File: src/rtl/regfile_wb_arbiter.sv
// regfile_wb_arbiter: write-back arbiter + register scoreboard.
// Ports: clk, rst_n (sync, active-low); req_valid/req_ready/req_rd/req_val
// (NREQ requesters: 0=ALU 1=LSU 2=MUL/DIV); issue_valid/issue_rd set busy;
// rs1/rs2 -> hazard; busy_vec; reg_we/wb_rd/wb_val register-file write.
// Macro WB_RR_ARB_EN: round-robin arbitration (default fixed priority).
module regfile_wb_arbiter #(
  parameter int XLEN = 32,
  parameter int NREQ = 3
) (
  input  logic                 clk,
  input  logic                 rst_n,
  input  logic [NREQ-1:0]      req_valid,
  output logic [NREQ-1:0]      req_ready,
  input  logic [NREQ*5-1:0]    req_rd,
  input  logic [NREQ*XLEN-1:0] req_val,
  input  logic                 issue_valid,
  input  logic [4:0]           issue_rd,
  input  logic [4:0]           rs1,
  input  logic [4:0]           rs2,
  output logic                 hazard,
  output logic [31:0]          busy_vec,
  output logic                 reg_we,
  output logic [4:0]           wb_rd,
  output logic [XLEN-1:0]      wb_val
);

  localparam int IW = (NREQ > 1) ? $clog2(NREQ) : 1;

  logic [IW-1:0]   w_idx;
  logic            w_any;
  logic            w_xfer;
  logic [4:0]      w_rd;
  logic [XLEN-1:0] w_val;
  logic [31:0]     w_busy_nxt;

  logic [31:0]     r_busy;
  logic            r_we;
  logic [4:0]      r_wb_rd;
  logic [XLEN-1:0] r_wb_val;

`ifdef WB_RR_ARB_EN
  logic [IW-1:0] r_ptr;

  // Search order starts at the pointer and wraps.
  always_comb begin
    int j;
    w_idx = '0;
    w_any = 1'b0;
    j     = 0;
    for (int k = 0; k < NREQ; k++) begin
      j = int'(r_ptr) + k;
      if (j >= NREQ) j = j - NREQ;
      if (!w_any && req_valid[j]) begin
        w_any = 1'b1;
        w_idx = IW'(j);
      end
    end
  end

  always_ff @(posedge clk) begin
    if (!rst_n) begin
      r_ptr <= '0;
    end else if (w_xfer) begin
      r_ptr <= (int'(w_idx) == NREQ - 1) ? '0 : w_idx + IW'(1);
    end
  end
`else
  // Lowest index wins.
  always_comb begin
    w_idx = '0;
    w_any = 1'b0;
    for (int k = 0; k < NREQ; k++) begin
      if (!w_any && req_valid[k]) begin
        w_any = 1'b1;
        w_idx = IW'(k);
      end
    end
  end
`endif

  assign w_xfer = rst_n & w_any;
  assign w_rd   = req_rd[int'(w_idx)*5 +: 5];
  assign w_val  = req_val[int'(w_idx)*XLEN +: XLEN];

  always_comb begin
    req_ready = '0;
    if (w_xfer) req_ready[w_idx] = 1'b1;
  end

  // Set after clear: a same-cycle issue is a newer producer.
  always_comb begin
    w_busy_nxt = r_busy;
    if (w_xfer) w_busy_nxt[w_rd] = 1'b0;
    if (issue_valid && issue_rd != 5'd0)
      w_busy_nxt[issue_rd] = 1'b1;
    w_busy_nxt[0] = 1'b0;
  end

  always_ff @(posedge clk) begin
    if (!rst_n) begin
      r_busy   <= '0;
      r_we     <= 1'b0;
      r_wb_rd  <= '0;
      r_wb_val <= '0;
    end else begin
      r_busy <= w_busy_nxt;
      r_we   <= w_xfer && (w_rd != 5'd0);
      if (w_xfer) begin
        r_wb_rd  <= w_rd;
        r_wb_val <= w_val;
      end
    end
  end

  assign hazard = (rs1 != 5'd0 && r_busy[rs1]) ||
                  (rs2 != 5'd0 && r_busy[rs2]);

  assign busy_vec = r_busy;
  assign reg_we   = r_we;
  assign wb_rd    = r_wb_rd;
  assign wb_val   = r_wb_val;

endmodule

File: config.mk
export PLATFORM = sky130hd
export DESIGN_NAME = regfile_wb_arbiter
export DESIGN_NICKNAME = d
export VERILOG_FILES = /design/src/rtl/regfile_wb_arbiter.sv
export SDC_FILE = /design/constraint.sdc
export NUM_CORES = 1
export LEC_CHECK = 0
export BUFFER_PORTS_ARGS = -buffer_cell sky130_fd_sc_hd__buf_2
export CAP_MARGIN = 15
export CORE_MARGIN = 2
export CORE_UTILIZATION = 35
export CTS_BUF_LIST = sky130_fd_sc_hd__clkbuf_4 sky130_fd_sc_hd__clkbuf_8
export DETAILED_ROUTE_END_ITERATION = 6
export GPL_TIMING_DRIVEN = 0
export MAX_ROUTING_LAYER = met4
export PLACE_DENSITY = 0.71
export SYNTH_ARGS = -nofsm -noshare
export SYNTH_HDL_FRONTEND = slang
export SYNTH_SLANG_ARGS = --single-unit
File: constraint.sdc
create_clock -name clk -period 2.3 [get_ports clk]
set_clock_uncertainty 0.05 [all_clocks]
set_input_delay 0.23 -clock clk [delete_from_list [all_inputs] [get_ports clk]]
set_output_delay 0.23 -clock clk [all_outputs]
set_load 0.02 [all_outputs]
After elaboration in Yosys (flattened, before gate mapping)

Cells that the tools add are included.

$add $sub $neg: 0
Multipliers: 1
Divide/modulo/power cells: 0
Magnitude comparators: 8
Eq/ne operators: 0
Shift operators: 2
Muxes and demuxes: 18
Bitwise logic cells: 4
Reductions and logical operators: 16

Operators by type and width:

| kind                | number |
|---|---|
| $shiftx 96x8->32    | 1 |
| $mux 32             | 2 |
| $and 32x32->32      | 1 |
| $not 32->32         | 1 |
| $or 32x32->32       | 1 |
| $lt 5x6->1 const B  | 4 |
| $reduce_bool 5->1   | 4 |
| $shiftx 15x6->5     | 1 |
| $bmux 1 s5          | 2 |
| $demux 1 s5         | 2 |
| $ge 5x1->1 const B  | 2 |
| $logic_and 1x1->1   | 9 |
| $mux 1              | 9 |
| $mul 2x3->5 const B | 1 |
| $lt 2x3->1 const B  | 1 |
| $mux 3              | 1 |
| $demux 1 s2         | 1 |
| $ge 2x1->1 const B  | 1 |
| $logic_not 1->1     | 2 |
| $mux 2              | 1 |
| $and 1x1->1         | 1 |
| $logic_or 1x1->1    | 1 |

Flip-flop bits (word level): 70
Bits in latches: 0
Bits in writable memories: 0
Bits in read-only memories: 0
Bits of input ports: 132
Output and inout bits: 74
Word-level logic and storage cells: 54
Memories kept: 0

Depth between registers and ports, before layout

Depth after elaboration: 18
Mapped depth: 7
Gate-level depth less buffers: 5

Worst setup path before layout

No wires, ideal clock.

Path type: in2out
Start: in rs1[2]
End: out hazard
Data arrival time: 1789 ps
Data required time: 2020 ps
Path slack: 231 ps
Stages: 6
Path buffers: 1
Cell sequence: buf_1 -> mux4_2 -> mux2i_1 -> nor3b_1 -> a311oi_1 -> nand4_1

Longest elaborated chain between the ends: 4
Elaborated cells on any way between the ends: 5
Those cells by class: 2 x mux; 3 x reduce/logical

RTL lines:

| element                      | RTL line | RTL |
|---|---|---|
| start: declaration           | 18       | `input logic [4:0] rs1,` |
| $bmux 1 s5                   | 115      | `assign hazard = (rs1 != 5'd0 && r_busy[rs1]) \|\|` |
| $mux 1 (not written as such) | 115      |  |
| $logic_and 1x1->1 (*)        | 115      |  |
| $logic_or 1x1->1 (*)         | 115      |  |
| end: declaration             | 20       | `output logic hazard,` |

Mark *: on every way between the ends. The rest lies on a longest branch, timed or not. The select of a mux whose other input is x is not followed.

Worst setup path after layout

Start: reg r_busy[29], in the netlist busy_vec[29]
End: out hazard

Longest elaborated chain between the ends: 4
Elaborated cells on any way between the ends: 7
Those cells by class: 4 x mux; 3 x reduce/logical

RTL lines:

| element                                     | RTL line | RTL |
|---|---|---|
| start: declaration                          | 36       | `logic [31:0] r_busy;` |
| start signal: assignment                    | 106      | `r_busy <= w_busy_nxt;` |
| $bmux 1 s5, on equally long branches        | 115, 116 |  |
| $mux 1, on equally long branches            | 115, 116 |  |
| $logic_and 1x1->1, on equally long branches | 115, 116 |  |
| $logic_or 1x1->1 (*)                        | 115      |  |

Marks and branches as above.

==> impl_metrics.json <==
{
  "status": "complete, no violations",
  "cts-root-buf": "clkbuf_8",
  "hpwlAfterDp_um": 11480,
  "fp.dieArea_mm2": 0.01289,
  "yosysSeqAreaShare_pct": 32.90,
  "cp_data_required_time_ns": 2.02,
  "syn_area_mm2": 0.004199,
  "fmax_ghz": 0.4579,
  "grt_start_max_net_pins": 12,
  "clkSlewWorstSetupHoldPaths_ns": 0.08,
  "worst_pin_slew_ns": 0.7599,
  "tns_ns": 0,
  "antenna_found_initial": 1,
  "cap_violations": 0,
  "gp_congestion": 0.9210,
  "critical_path.max_fanout": 4,
  "p_seq_share_pct": 42.4,
  "core_region_area_mm2": 0.01186,
  "async_reset_ff_share_pct": 0,
  "reg2reg_slack_ns": 1.21,
  "syn_inst": 524,
  "dr.pass1.iters": 5,
  "grt-ovfl-total": 0,
  "intPower_mw": 2.100,
  "clockBufferDepth": 2,
  "swShare_pct": 30.40,
  "via_per_inst": 5.333,
  "critical_path_class": "flop to primary output",
  "ant_nets": 0,
  "setup-violations-final": 0,
  "die_w_um": 113.5,
  "synth_nets": 656,
  "post_cts_buffers": 0,
  "wl_per_cell_um": 16.20,
  "wl_met2_um": 7097,
  "irDropWorstVdd_v": 0.0002304,
  "pwr_density_cell_mw_per_mm2": 539.4,
  "io_buffer_count": 200,
  "ios": 206,
  "clkPwrFrac_pct": 34.4,
  "clk_latency_ns": 0.34,
  "wl_met1_um": 5988,
  "rsz0062_at_grt": "false",
  "min_path_type": "primary input to flop",
  "post_synth_num_cell_types": 49,
  "grt_pass1_wl_um": 23020,
  "fin_crit_ns": 2.184,
  "hold_violations": 0,
  "drive_gt1_share_pct": 33.69,
  "yosys_warnings": 0,
  "cp.arrival_ns": 1.90,
  "cts_tree": "done",
  "total_power_mw": 3.017,
  "die_h_um": 113.5,
  "synth_edf_count": 0,
  "slew_viol_final": 0,
  "combPwrFrac_pct": 23.2,
  "synthFlopType": "dfxtp_1",
  "rows": 40,
  "initial_core_util_pct": 35.40,
  "routed.top_layer": "met4",
  "cts_buffers": 9,
  "fin_nets": 867,
  "wl_um": 14370,
  "avgSynthCellArea_um2": 8.013,
  "cts.sinks": 69,
  "finalCritPeriodShare_pct": 94.96,
  "vias": 4730,
  "maxSlewHeadroom_pct": 49.34,
  "p_leak_nw": 2.554,
  "grt_pass1_vias": 4611,
  "drc": 0,
  "ys_ff_latch": 69,
  "grt.total_usage_pct": 23.18,
  "drtIter0Drc": 217,
  "wl_met3_um": 977,
  "end_kind": "primary output",
  "htreeDepth": 3,
  "area_growth_pct": 33.19,
  "p_switching_mw": 0.9171,
  "startpoint_type": "flop"
}
metal layers:
layer,GRT usage (%),vias to the layer above
met5,-,-
met4,7.561,0
met2,40.60,197
met1,26.90,2191
li1,-,2316
met3,4.251,26
cell usage after synthesis, types with 2 or more instances:
cell       n  share of area [%]
nand3_1    3               0.36
nor4_1    25                3.7
buf_1     13                1.2
inv_1      4               0.36
o311a_1    2               0.48
mux2_2     6                1.6
mux2i_1   36                8.6
a32o_1     7                1.7
a21oi_1   36                4.3
buf_4      2               0.36
o21ba_2    2               0.48
nor2b_1    7                1.0
o211ai_1   3               0.54
nand2_1   66                5.9
or4_1      3               0.54
nand3b_1   5               0.89
or3b_1     2               0.42
clkbuf_1  27                2.4
nand4_1    6               0.89
nor3_1     5               0.60
and2_1    37                5.5
a221oi_1   2               0.42
nor3b_1    3               0.54
mux4_2    11                5.9
a31oi_1    2               0.30
or2_2      5               0.74
nor4bb_1   2               0.48
nor2_1    46                4.1
dfxtp_1   69                 33
o21ai_0   37                4.4
o22ai_1   25                3.7
nand2b_1   8                1.2
stage by stage:
stage	hold slack, ns	setup slack, ns	cell area, um^2	utilization, %	std cells
3_3_place_gp	0.4417	-0.1137	5384	45.39	871
4_1_cts	0.1160	0.08582	5589	47.12	886
3_5_place_dp	0.4486	-0.08456	5384	45.39	871
6_report	0.1365	0.1159	5593	47.15	887
2_1_floorplan	0.3919	0.2309	4199	-	524
5_1_grt	0.1420	0.002632	5593	47.15	887
cells in the final DEF (no fill, tap or decap), types with 4 or more instances in the layout:
cell type,Yosys,final
buf_1,13,12
nor2b_1,7,7
o22ai_1,25,25
inv_1,4,4
and2_1,37,37
nor2_1,46,46
mux2_2,6,6
mux2i_1,36,36
buf_2,1,202
mux4_2,11,11
clkbuf_8,0,11
nor4_1,25,25
nand2b_1,8,8
dfxtp_1,69,69
nand2_1,66,66
or2_2,5,5
nand3b_1,5,5
o21ai_0,37,37
a21oi_1,36,36
a32o_1,7,7
nor3_1,5,5
nand4_1,6,6
clkbuf_1,27,26
final timing paths:
path | from | end | depth (start not counted)
setup / recovery | busy_vec[29] | hazard | 5
hold / removal | req_val[16] | wb_val[16] | 4
setup reg to reg | wb_val[0] | wb_val[0] | 5
hold reg to reg | wb_rd[3] | wb_rd[3] | 2
power by group through the flow:
| stage | Clock [mW] | Combinational [mW] | Sequential [mW] |
|---|---|---|---|
| after floorplan | 0 | 0.353 | 1.37 |
| after global placement | 0 | 0.693 | 1.31 |
| after detailed placement | 0 | 0.700 | 1.31 |
| after CTS | 1.06 | 0.702 | 1.28 |
| after global routing | 1.11 | 0.772 | 1.29 |
| final | 1.04 | 0.700 | 1.28 |
final cells by class:
cell class                      instances  area (um^2)
Multi-Input combinational cell        408         2633
Clock buffer                           12        158.9
Clock inverter                          3        45.04
Inverter                                4        15.01
Tap cell                              147        183.9
Timing Repair Buffer                  200         1001
Sequential cell                        69         1381
Fill cell                            1245         6269
Antenna cell                            1        2.502
Buffer                                 43        172.7
registers in the layout (all words and copies together) (netlist names):
name	cells
busy_vec	31
wb_val	32
wb_rd	5
reg_we	1
critical path, stage by stage (launching register included):
cell and delay, ns:
dfxtp_1 0.36, mux4_2 0.46, mux2_2 0.28, a31oi_1 0.17, nand4_1 0.11, buf_2 0.18
kinds of logic (layout without fill, tap and decap cells):
logic type	Yosys count	in the layout	synth area share (%)
AND/OR/NAND/NOR	228	228	27.92
other	1	2	0.08931
AO/OA/AOI/OAI	126	126	18.59
flip-flops	69	69	32.90
multiplexers	53	53	16.09
buffers and inverters	47	262	4.410
timing repair:
action                                  4_1_cts  5_1_grt
hold endpoints to repair                      0        0
hold buffers                                  0        0
gates resized for setup                       1        2
endpoints found under the setup margin        1        1
Power figures use the tool's default switching activity.
